`src/rtl/icache_refill_if.sv`:
```
// Refill engine bundle: fetch-side miss request, memory read port and
// cache tag/data array write port.
//   master : the refill engine (drives busy/done, mem_req/mem_addr, array writes)
//   slave  : the surrounding fetch stage / memory / arrays
interface icache_refill_if #(
  parameter int TAG_W      = 22,
  parameter int LINE_BYTES = 8
);
  localparam int WORDS   = LINE_BYTES / 4;
  localparam int OFF_W   = $clog2(LINE_BYTES);
  localparam int INDEX_W = 32 - TAG_W - OFF_W;
  localparam int WORD_W  = (WORDS > 1) ? $clog2(WORDS) : 1;

  logic               miss_req;
  logic [31:0]        miss_addr;
  logic               abort;
  logic               busy;
  logic               refill_done;
  logic               mem_req;
  logic [31:0]        mem_addr;
  logic               mem_ready;
  logic [31:0]        mem_rdata;
  logic               cache_we;
  logic [INDEX_W-1:0] cache_index;
  logic [WORD_W-1:0]  cache_word;
  logic [31:0]        cache_wdata;
  logic               tag_we;
  logic [TAG_W-1:0]   tag_wdata;
  logic               tag_valid;

  modport master (
    input  miss_req, miss_addr, abort, mem_ready, mem_rdata,
    output busy, refill_done, mem_req, mem_addr, cache_we, cache_index,
           cache_word, cache_wdata, tag_we, tag_wdata, tag_valid
  );

  modport slave (
    output miss_req, miss_addr, abort, mem_ready, mem_rdata,
    input  busy, refill_done, mem_req, mem_addr, cache_we, cache_index,
           cache_word, cache_wdata, tag_we, tag_wdata, tag_valid
  );
endinterface

```
`src/rtl/icache_refill.sv`:
```
// Instruction cache refill engine. On a fetch miss it invalidates the line's
// tag, fetches the line critical word first (wrapping within the line),
// writes each word into the data array, then writes the tag valid and pulses
// refill_done so fetch can replay.
// Ports:
//   clk   : clock, rising edge
//   reset : synchronous active-low reset
//   bus   : icache_refill_if.master (miss request, memory port, array writes)
//
// state | meaning
// IDLE  | waiting for a miss request
// INVAL | write tag with valid=0 so a partial line can never hit
// FILL  | fetch words from memory, one data write per accepted beat
// TAGW  | write tag with valid=1
// DONE  | one-cycle refill_done pulse
module icache_refill #(
  parameter int TAG_W      = 22,
  parameter int LINE_BYTES = 8
) (
  input logic            clk,
  input logic            reset,
  icache_refill_if.master bus
);
  localparam int WORDS   = LINE_BYTES / 4;
  localparam int OFF_W   = $clog2(LINE_BYTES);
  localparam int INDEX_W = 32 - TAG_W - OFF_W;
  localparam int WORD_W  = (WORDS > 1) ? $clog2(WORDS) : 1;

  typedef enum logic [2:0] {IDLE, INVAL, FILL, TAGW, DONE} state_t;

  state_t             state, state_nxt;
  logic [TAG_W-1:0]   tag_q;
  logic [INDEX_W-1:0] idx_q;
  logic [WORD_W-1:0]  w0_q;
  logic [WORD_W-1:0]  beat_q;
  logic [WORD_W-1:0]  cur_word;
  logic [31:0]        line_base;
  logic               accept;
  logic               last_beat;

  assign accept    = (state == IDLE) && bus.miss_req && !bus.abort;
  // Truncation to WORD_W bits gives the wrap within the line.
  assign cur_word  = w0_q + beat_q;
  assign last_beat = (beat_q == WORD_W'(WORDS - 1));
  assign line_base = {tag_q, idx_q, {OFF_W{1'b0}}};

  always_ff @(posedge clk) begin
    if (!reset) begin
      state  <= IDLE;
      tag_q  <= '0;
      idx_q  <= '0;
      w0_q   <= '0;
      beat_q <= '0;
    end else begin
      state <= state_nxt;
      if (accept) begin
        tag_q  <= bus.miss_addr[31 -: TAG_W];
        idx_q  <= bus.miss_addr[OFF_W +: INDEX_W];
        w0_q   <= (WORDS > 1) ? WORD_W'(bus.miss_addr >> 2) : '0;
        beat_q <= '0;
      end else if (state == FILL && bus.mem_ready) begin
        beat_q <= beat_q + WORD_W'(1);
      end
    end
  end

  always_comb begin
    state_nxt       = state;
    bus.busy        = 1'b0;
    bus.refill_done = 1'b0;
    bus.mem_req     = 1'b0;
    bus.mem_addr    = '0;
    bus.cache_we    = 1'b0;
    bus.cache_index = '0;
    bus.cache_word  = '0;
    bus.cache_wdata = '0;
    bus.tag_we      = 1'b0;
    bus.tag_wdata   = '0;
    bus.tag_valid   = 1'b0;

    // Index and tag are held steady for the whole refill.
    if (state != IDLE) begin
      bus.busy        = 1'b1;
      bus.cache_index = idx_q;
      bus.tag_wdata   = tag_q;
    end

    case (state)
      IDLE: begin
        if (accept) state_nxt = INVAL;
      end
      INVAL: begin
        // The invalidate is issued even if abort arrives this cycle.
        bus.tag_we = 1'b1;
        state_nxt  = bus.abort ? IDLE : FILL;
      end
      FILL: begin
        bus.mem_req    = 1'b1;
        bus.mem_addr   = line_base | (32'(cur_word) << 2);
        bus.cache_word = cur_word;
        // A beat arriving with abort is still written; nothing after it.
        if (bus.mem_ready) begin
          bus.cache_we    = 1'b1;
          bus.cache_wdata = bus.mem_rdata;
          if (last_beat) state_nxt = TAGW;
        end
        if (bus.abort) state_nxt = IDLE;
      end
      TAGW: begin
        if (bus.abort) begin
          state_nxt = IDLE;
        end else begin
          bus.tag_we    = 1'b1;
          bus.tag_valid = 1'b1;
          state_nxt     = DONE;
        end
      end
      DONE: begin
        bus.refill_done = 1'b1;
        state_nxt       = IDLE;
      end
      default: state_nxt = IDLE;
    endcase
  end
endmodule

```
`src/flat_wrapper.sv`:
```
// flat-port wrapper written by rule: the top's interface ports become plain ports
module icache_refill_flat 
#(
  parameter int TAG_W      = 22,
  parameter int LINE_BYTES = 8
)
  (clk, reset, bus_miss_req, bus_miss_addr, bus_abort, bus_mem_ready, bus_mem_rdata, bus_busy, bus_refill_done, bus_mem_req, bus_mem_addr, bus_cache_we, bus_cache_index, bus_cache_word, bus_cache_wdata, bus_tag_we, bus_tag_wdata, bus_tag_valid);
  icache_refill_if #(.TAG_W(TAG_W), .LINE_BYTES(LINE_BYTES)) bus_i ();
  input logic clk;
  input logic reset;
  input wire logic [$bits(bus_i.miss_req)-1:0] bus_miss_req;
  input wire logic [$bits(bus_i.miss_addr)-1:0] bus_miss_addr;
  input wire logic [$bits(bus_i.abort)-1:0] bus_abort;
  input wire logic [$bits(bus_i.mem_ready)-1:0] bus_mem_ready;
  input wire logic [$bits(bus_i.mem_rdata)-1:0] bus_mem_rdata;
  output wire logic [$bits(bus_i.busy)-1:0] bus_busy;
  output wire logic [$bits(bus_i.refill_done)-1:0] bus_refill_done;
  output wire logic [$bits(bus_i.mem_req)-1:0] bus_mem_req;
  output wire logic [$bits(bus_i.mem_addr)-1:0] bus_mem_addr;
  output wire logic [$bits(bus_i.cache_we)-1:0] bus_cache_we;
  output wire logic [$bits(bus_i.cache_index)-1:0] bus_cache_index;
  output wire logic [$bits(bus_i.cache_word)-1:0] bus_cache_word;
  output wire logic [$bits(bus_i.cache_wdata)-1:0] bus_cache_wdata;
  output wire logic [$bits(bus_i.tag_we)-1:0] bus_tag_we;
  output wire logic [$bits(bus_i.tag_wdata)-1:0] bus_tag_wdata;
  output wire logic [$bits(bus_i.tag_valid)-1:0] bus_tag_valid;
  assign bus_i.miss_req = bus_miss_req;
  assign bus_i.miss_addr = bus_miss_addr;
  assign bus_i.abort = bus_abort;
  assign bus_i.mem_ready = bus_mem_ready;
  assign bus_i.mem_rdata = bus_mem_rdata;
  assign bus_busy = bus_i.busy;
  assign bus_refill_done = bus_i.refill_done;
  assign bus_mem_req = bus_i.mem_req;
  assign bus_mem_addr = bus_i.mem_addr;
  assign bus_cache_we = bus_i.cache_we;
  assign bus_cache_index = bus_i.cache_index;
  assign bus_cache_word = bus_i.cache_word;
  assign bus_cache_wdata = bus_i.cache_wdata;
  assign bus_tag_we = bus_i.tag_we;
  assign bus_tag_wdata = bus_i.tag_wdata;
  assign bus_tag_valid = bus_i.tag_valid;
  icache_refill #(.TAG_W(TAG_W), .LINE_BYTES(LINE_BYTES)) u_core (.clk(clk), .reset(reset), .bus(bus_i));
endmodule
```
`config.mk`:
```
export PLATFORM = sky130hd
export DESIGN_NAME = icache_refill_flat
export DESIGN_NICKNAME = d
export VERILOG_FILES = /design/src/rtl/icache_refill_if.sv /design/src/rtl/icache_refill.sv /design/src/flat_wrapper.sv
export SDC_FILE = /design/constraint.sdc
export NUM_CORES = 1
export LEC_CHECK = 0
export CORE_MARGIN = 2
export CORE_UTILIZATION = 33
export CTS_CLUSTER_DIAMETER = 50
export DETAILED_ROUTE_END_ITERATION = 8
export GPL_TIMING_DRIVEN = 0
export HOLD_SLACK_MARGIN = 0.12
export PLACE_DENSITY = 0.77
export RECOVER_POWER = 25
export SLEW_MARGIN = 20
export SYNTH_ARGS = -nofsm -noshare
export SYNTH_HDL_FRONTEND = slang
export SYNTH_SLANG_ARGS = --single-unit
```
`constraint.sdc`:
```
create_clock -name clk -period 1.8 [get_ports clk]
set_input_delay 0.45 -clock clk [delete_from_list [all_inputs] [get_ports clk]]
set_output_delay 0.45 -clock clk [all_outputs]
set_load 0.05 [all_outputs]
```
Yosys cells after proc, flatten, opt, wreduce, memory -nomap -nowiden
Cells that the tools add are included.
{"block": "totals", "output_inout_bits": 100, "regBits": 34, "elab_cells": 45, "input_bits": 69}
{"block": "classes", "muxes": 21, "bitwise": 2, "n_reduce_logical": 8, "addsub": 2, "eq_ne": 7}
{"op": "$mux W32", "count": 3}
{"op": "$or A32 B3 Y32", "count": 1}
{"op": "$mux W22", "count": 1}
{"op": "$mux W3", "count": 5}
{"op": "$pmux W3 S4", "count": 1}
{"op": "$mux W1", "count": 8}
{"op": "$mux W7", "count": 1}
{"op": "$eq A3 B2 Y1 const B", "count": 2}
{"op": "$eq A3 B1 Y1 const B", "count": 1}
{"op": "$eq A3 B3 Y1 const B", "count": 1}
{"op": "$logic_and A1 B1 Y1", "count": 3}
{"op": "$logic_not A3 Y1", "count": 1}
{"op": "$ne A3 B2 Y1 const B", "count": 1}
{"op": "$ne A3 B3 Y1 const B", "count": 1}
{"op": "$reduce_and A3 Y1", "count": 1}
{"op": "$reduce_bool A3 Y1", "count": 1}
{"op": "$mux W2", "count": 1}
{"op": "$ne A2 B1 Y1 const B", "count": 1}
{"op": "$pmux W1 S2", "count": 1}
{"op": "$reduce_or A2 Y1", "count": 1}
{"op": "$add A1 B1 Y1", "count": 1}
{"op": "$add A1 B1 Y1 const B", "count": 1}
{"op": "$logic_not A1 Y1", "count": 1}
{"op": "$not A1 Y1", "count": 1}

Longest topological paths before layout
Gate-level depths: netlist of the first run.
{"block": "logic_depth", "ltp_word": 5, "ltp_mapped": 5}

Worst setup path after synthesis of the first run
OpenSTA, ideal clock, no wires.
{"block": "synth_path", "path_type": "register to output", "startpoint": "reg u_core.state[1]", "endpoint": "out bus_mem_addr[2]", "stages_incl_launch_ff": 6, "t_required_ns": 1.350, "slack_ns": -0.845, "path_buffers": 3, "t_arrival_ns": 2.195, "path_cell_list": "dfxtp_1 -> buf_2 -> nor3b_1 -> clkbuf_1 -> and2_1 -> buf_4"}
{"block": "synth_between", "elab_chain_len": 2}
{"item": "start: declaration", "line_no": "icache_refill.sv:31", "source": "state_t state, state_nxt;"}
{"item": "start signal: assignment", "line_no": "icache_refill.sv:55", "source": "state <= state_nxt;"}
{"item": "$eq A3 B2 Y1", "line_no": "icache_refill.sv:88", "source": "case (state)"}
{"item": "$mux W32", "line_no": "icache_refill.sv:88"}
{"item": "end: declaration", "line_no": "flat_wrapper.sv:19", "source": "output wire logic [$bits(bus_i.mem_addr)-1:0] bus_mem_addr;"}
No other way between the ends.

Worst setup path in the final report of the first run
{"block": "layout_path", "startpoint": "reg u_core.state[2]", "endpoint": "out bus_cache_index[0]"}
{"block": "layout_between", "elab_chain_len": 2}
{"item": "$reduce_bool A3 Y1", "line_no": "icache_refill.sv:82", "source": "if (state != IDLE) begin"}
{"item": "$mux W7", "line_no": "icache_refill.sv:82"}
{"item": "end: declaration", "line_no": "flat_wrapper.sv:21", "source": "output wire logic [$bits(bus_i.cache_index)-1:0] bus_cache_index;"}
No other way between the ends.

==> qor.csv, run 1 <==
metric,value,unit
Max Buffers Root-to-Sink,2,
Buffers on Ports,163,
Remaining DRCs,0,
Hold Path Cell Cnt,2,
top cell type's share of synthesized area,0.329,
CTS tree,built,
worst endpoint data arrival time,1.61,ns
pin count of the biggest net entering global routing,12,
Non-Filler Instances,537,
Max Cap Viol,0,
min setup slack post-route,-0.261,ns
worst-path fanout max,7,
nets@finish,530,
CP startpoint kind,register,
Detailed Route WL,9.71,mm
first-pass GRT wire length,14.0,mm
Async SR Flop Fraction,0,
post-synth top area cell,dfxtp_1,
Syn Std Cell Area,2070,um^2
max-slew violation count,0,
Total Routing Usage GR,0.251,
crit path time final,2.06,ns
Hold Path Sink,u_core.tag_q[19],
RR Startpoint,u_core.state[2],
vias in the first global route,2686,
worst skew pair latency,0.28,ns
skew final,0.00625,ns
I/O pin count,169,
Post-synth EDFFs,0,
Avg WL per Cell,18.1,um
# clock sinks,34,
class of the worst hold path,register to register,
CTS H-Tree Depth,2,
synth cell count leaders,"and2_1 (91), nand2_1 (60), dfxtp_1 (34)",
worst hold path startpoint,u_core.tag_q[19],
Tot Pwr,2.00,mW
antenna violations before repair,0,
Unique masters post-synth,24,
"Clk pin slew, worst setup/hold paths",0.08,ns
final-layout fill cell count,312,
FF-to-FF End,u_core.tag_q[21],
core area,5990,um^2
Crit Path Class,register to output port,
Syn. warnings,0,
Post-Synthesis Cells,259,
static leakage,2.28,nW
flop and latch count out of synthesis,34,
Tcrit/Tclk final,1.14,
Die Span Y,83.2,um
Peak VDD IR,373,uV
ys flop type,dfxtp_1,
total congestion overflow,0,
Setup crit end kind,output port,
Antenna diodes,0,
"Req. time, crit path",1.35,ns
Die Wd,83.2,um
Initial Util,0.346,
Synth area leaders,"dfxtp_1 (33%), and2_1 (27%), mux2i_1 (14%)",
most frequent cell after synthesis,and2_1,
FMAX,485,MHz
final hold slack,0.480,ns
placer congestion estimate,0.781,
sequential area share after synthesis,0.329,
post-route ant nets,0,
CTS buffer count,5,
drt first pass iters,4,
initial DRC count,47,
endpoints failing hold,0,
failing checks,setup timing,
final setup vio count,125,
clock root buffer,clkbuf_8,
site row count,28,
flop2flop setup slack,-0.11,ns
vias per cell,4.79,
outcome,"finished, violations left",
syn_area_per_cell,8.00,um^2
setup repair after global routing missed its margin,yes,
fraction of layout cells with a size suffix above 1,0.548,
via count,2571,
Place WS,-1.26,ns
Inst Count DP,498,
PD cells,388,nW/um^2
r2r worst-path depth,6,
Die ar.,6930,um^2
detailed placement HPWL,5.85,mm
Synth-to-Final Area Change,148,%
## final cells by class
class,instances,area (um^2),share of cell area
flip-flops and latches,34,692,0.134
multi-input cells,203,1530,0.297
repair buffers,195,2490,0.485
well taps,75,93.8,0.0182
plain buffers,22,244,0.0474
clock inverters,2,12.5,0.00243
clock buffers,6,82.6,0.0161
## power breakdown
group / leakage, nW / internal (mW) / switching [mW]
clock network: 0.0472 / 0.308 / 0.292
logic: 1.96 / 0.327 / 0.251
registers: 0.280 / 0.786 / 0.0342
## flip-flops by register name, summed over array words and instances (netlist names)
signal and cells:
u_core.w0_q 1, u_core.idx_q 7, u_core.state 3, u_core.tag_q 22, u_core.beat_q 1
## through the flow
step	area (um^2)	utilization	setup TNS, ns
2_1_floorplan	2200	-	-0.149
3_3_place_gp	3930	0.656	-82.08
3_5_place_dp	3930	0.656	-83.18
4_1_cts	4870	0.813	-24.76
5_1_grt	5140	0.859	-24.78
6_report	5140	0.859	-19.62
## layout by cell type, fill, tap and decap left out
cell type / synthesis / final
nand2b_1: 2 / 2
nor2_1: 2 / 2
buf_12: 0 / 6
nor3b_1: 3 / 1
clkinvlp_4: 0 / 1
clkinv_2: 0 / 1
clkbuf_8: 0 / 6
buf_8: 3 / 106
buf_6: 1 / 13
xnor2_1: 2 / 2
dfxtp_4: 0 / 3
and2_4: 0 / 91
and4bb_4: 0 / 2
xor2_1: 1 / 1
nand2_1: 60 / 60
nor3b_2: 0 / 1
nor3_1: 1 / 1
clkbuf_4: 0 / 1
clkdlybuf4s50_1: 0 / 63
nor4_1: 1 / 1
buf_4: 3 / 14
dlygate4sd2_1: 0 / 2
mux2i_1: 30 / 29
a21oi_1: 1 / 1
dlymetal6s2s_1: 0 / 1
buf_2: 2 / 1
conb_1: 1 / 2
clkbuf_1: 15 / 7
mux2i_4: 0 / 1
nand3b_1: 1 / 1
clkbuf_16: 0 / 3
nor2b_1: 1 / 1
nor3b_4: 1 / 2
a31oi_1: 1 / 1
dfxtp_1: 34 / 31
or3_4: 1 / 1
## metal layers
layer	wire length (um)	up-vias	global-route usage
met2	5410	120	0.492
li1	-	1212	-
met3	708	14	0.0855
met5	0	-	0
met4	176	0	0.0671
met1	3420	1225	0.248
## worst max-delay path, cell delays in order, from the launching register on
cell and delay (ns):
dfxtp_4 0.37, or3_4 0.49, buf_8 0.17, and2_4 0.15, buf_6 0.15
## what timing repair did
item | in CTS | in global routing
pin swaps | 67 | 6
hold buffers | 0 | 0
cloned | 10 | 3
endpoints found under the setup margin | 98 | 126
gates resized for setup | 873 | 44
setup buffers | 11 | 9
## worst max-delay path by stage
stage                                from             endpoint  slack, ns  cells past startpoint
after global placement      bus_mem_ready  bus_cache_wdata[21]      -1.28                      5
after CTS                 u_core.state[1]     bus_tag_wdata[4]      -0.30                      5
after floorplan           u_core.state[1]      bus_mem_addr[2]      -0.07                      5
final                     u_core.state[2]   bus_cache_index[0]      -0.26                      4
after global routing      u_core.state[2]    bus_tag_wdata[14]      -0.29                      4
after detailed placement    bus_mem_ready  bus_cache_wdata[21]      -1.26                      5
## cell families (layout without fill, tap and decap cells)
group           count (synthesis)  after routing  share of synthesized area
compound gates                  2              2                    0.00543
xor+xnor                        3              3                     0.0127
flops                          34             34                      0.329
simple gates                  165            166                      0.437
other cells                     1              2                    0.00181
mux                            30             30                      0.145
buf+inv                        24            225                     0.0700
(Power assumes the default switching activity.)
==> inputs of run 2 (changes only) <==
--- a/config.mk
+++ b/config.mk
@@ -11,7 +11,7 @@
 export DETAILED_ROUTE_END_ITERATION = 8
 export GPL_TIMING_DRIVEN = 0
 export HOLD_SLACK_MARGIN = 0.12
-export PLACE_DENSITY = 0.77
+export PLACE_DENSITY = 0.81
 export RECOVER_POWER = 25
 export SLEW_MARGIN = 20
 export SYNTH_ARGS = -nofsm -noshare
==> run 2 against run 1 <==
  * The run still ends with setup timing left
  * Power rose by 4.5%
  * Count of clock-buffer cells in the layout did not move
  * Critical path type unchanged
  * Clock power rose by 20%
  * Non-clock buffer count did not move
==> qor.csv, run 2 (synthesis results as in run 1) <==
metric,value,unit
worst-path fanout max,7,
setup repair after global routing missed its margin,yes,
post-route ant nets,0,
detailed placement HPWL,5.19,mm
largest registers,"u_core.tag_q (22), u_core.idx_q (7), u_core.state (3)",
skew final,0.0108,ns
I/O pin count,169,
Detailed Route WL,8.18,mm
clock root buffer,clkbuf_8,
FMAX,490,MHz
class of the worst hold path,register to register,
Inst Count DP,498,
Peak VDD IR,315,uV
antenna violations before repair,0,
first-pass GRT wire length,12.3,mm
Top reg by flops,u_core.tag_q,
final-layout fill cell count,341,
"Req. time, crit path",1.35,ns
Final TNS setup,-20.76,ns
Max Buffers Root-to-Sink,2,
failing checks,setup timing,
placer congestion estimate,0.712,
final hold slack,0.478,ns
worst hold path startpoint,u_core.tag_q[5],
worst endpoint data arrival time,1.59,ns
CTS H-Tree Depth,2,
most frequent cells in the layout,"buf_8 (103), and2_4 (91), clkdlybuf4s50_1 (63)",
max-slew violation count,0,
core area,5990,um^2
"most common cell after layout, fill and taps aside",buf_8,
hold_buf cts,0,
Crit-path slowest cell,or3_4,
CTS buffer count,5,
Max Cap Viol,0,
CP startpoint kind,register,
Tot Pwr,2.09,mW
CTS tree,built,
CP startpoint,u_core.state[2],
Die Span Y,83.2,um
Total Routing Usage GR,0.217,
vias per cell,4.63,
"Clk pin slew, worst setup/hold paths",0.07,ns
fraction of layout cells with a size suffix above 1,0.551,
Setup crit end kind,output port,
initial DRC count,37,
drt first pass iters,4,
"Largest delay share family, worst path",simple AND/OR/NAND/NOR gates,
via count,2480,
crit path time final,2.04,ns
Worst Path Buf+Inv,2,
max reg flops,22,
RR Startpoint,u_core.state[2],
Crit Path Class,register to output port,
vias in the first global route,2551,
Die ar.,6930,um^2
# clock sinks,34,
worst skew pair latency,0.29,ns
final setup vio count,126,
"Critical Path, Cell by Cell",or3_4 > buf_6 > and2_4 > buf_8,
total congestion overflow,0,
Synth-to-Final Area Change,146,%
nets@finish,530,
static leakage,2.26,nW
Die Wd,83.2,um
Non-Filler Instances,536,
PD cells,409,nW/um^2
Buffers on Ports,163,
Antenna diodes,0,
min setup slack post-route,-0.240,ns
Tcrit/Tclk final,1.13,
pin count of the biggest net entering global routing,11,
Place WS,-1.20,ns
site row count,28,
Remaining DRCs,0,
Avg WL per Cell,15.3,um
outcome,"finished, violations left",
endpoints failing hold,0,
Worst path max stage delay,0.47,ns
Initial Util,0.346,
[run 2: cell types whose count changed in the layout (fill, tap and decap cells not counted), sizes merged]
cell / before / now
bufinv: 0 / 1
clkbuf: 17 / 18
clkinv: 1 / 0
clkinvlp: 1 / 0
dlymetal6s2s: 1 / 0
[run 2: power breakdown]
group / internal [mW] / switching [mW]
Clock: 0.443 / 0.274
Sequential: 0.786 / 0.0327
Combinational: 0.316 / 0.235
Total: 1.54 / 0.542
[run 2: path summary, 6_finish.rpt]
check	depth (start not counted)	slack (ns)	endpoint
setup reg to reg	6	-0.22	u_core.tag_q[18]
setup / recovery	4	-0.24	bus_tag_wdata[15]
hold reg to reg	2	0.48	u_core.tag_q[5]
hold / removal	2	0.48	u_core.tag_q[5]
[run 2: repair_timing]
action                                 in CTS  in global routing
buffers inserted                            8                 15
endpoints found under the hold margin       0                  0
resized for setup                         855                 68
setup endpoints to repair                  98                127
pin swaps                                  63                  4
gates cloned                                9                  4
[run 2: per-layer routing]
metal	vias to the layer above	wire, um	global-route usage
met1	1137	2990	0.227
met4	0	178	0.0611
met2	123	4460	0.413
met3	17	548	0.0676
met5	-	0	0
li1	1203	-	-
[run 2: layout make-up]
| cell class | count | area (um^2) | area share |
|---|---|---|---|
| Timing Repair Buffer | 196 | 2470 | 0.484 |
| Tap cell | 75 | 93.8 | 0.0184 |
| Multi-Input combinational cell | 203 | 1520 | 0.298 |
| Clock inverter | 1 | 30.0 | 0.00588 |
| Clock buffer | 6 | 82.6 | 0.0162 |
| Sequential cell | 34 | 692 | 0.136 |
| Buffer | 21 | 211 | 0.0414 |
[run 2: through the flow]
step           instance area, um^2   util
4_1_cts                       4790  0.799
3_5_place_dp                  3930  0.656
5_1_grt                       5100  0.852
2_1_floorplan                 2200      -
6_report                      5100  0.852
3_3_place_gp                  3930  0.656
[run 2: worst register-to-register path, cell delays in order (launching register included)]
cell	delay [ns]
dfxtp_4	0.37
or3_4	0.47
buf_4	0.18
nor3b_4	0.38
buf_4	0.20
clkbuf_16	0.14
mux2i_1	0.20
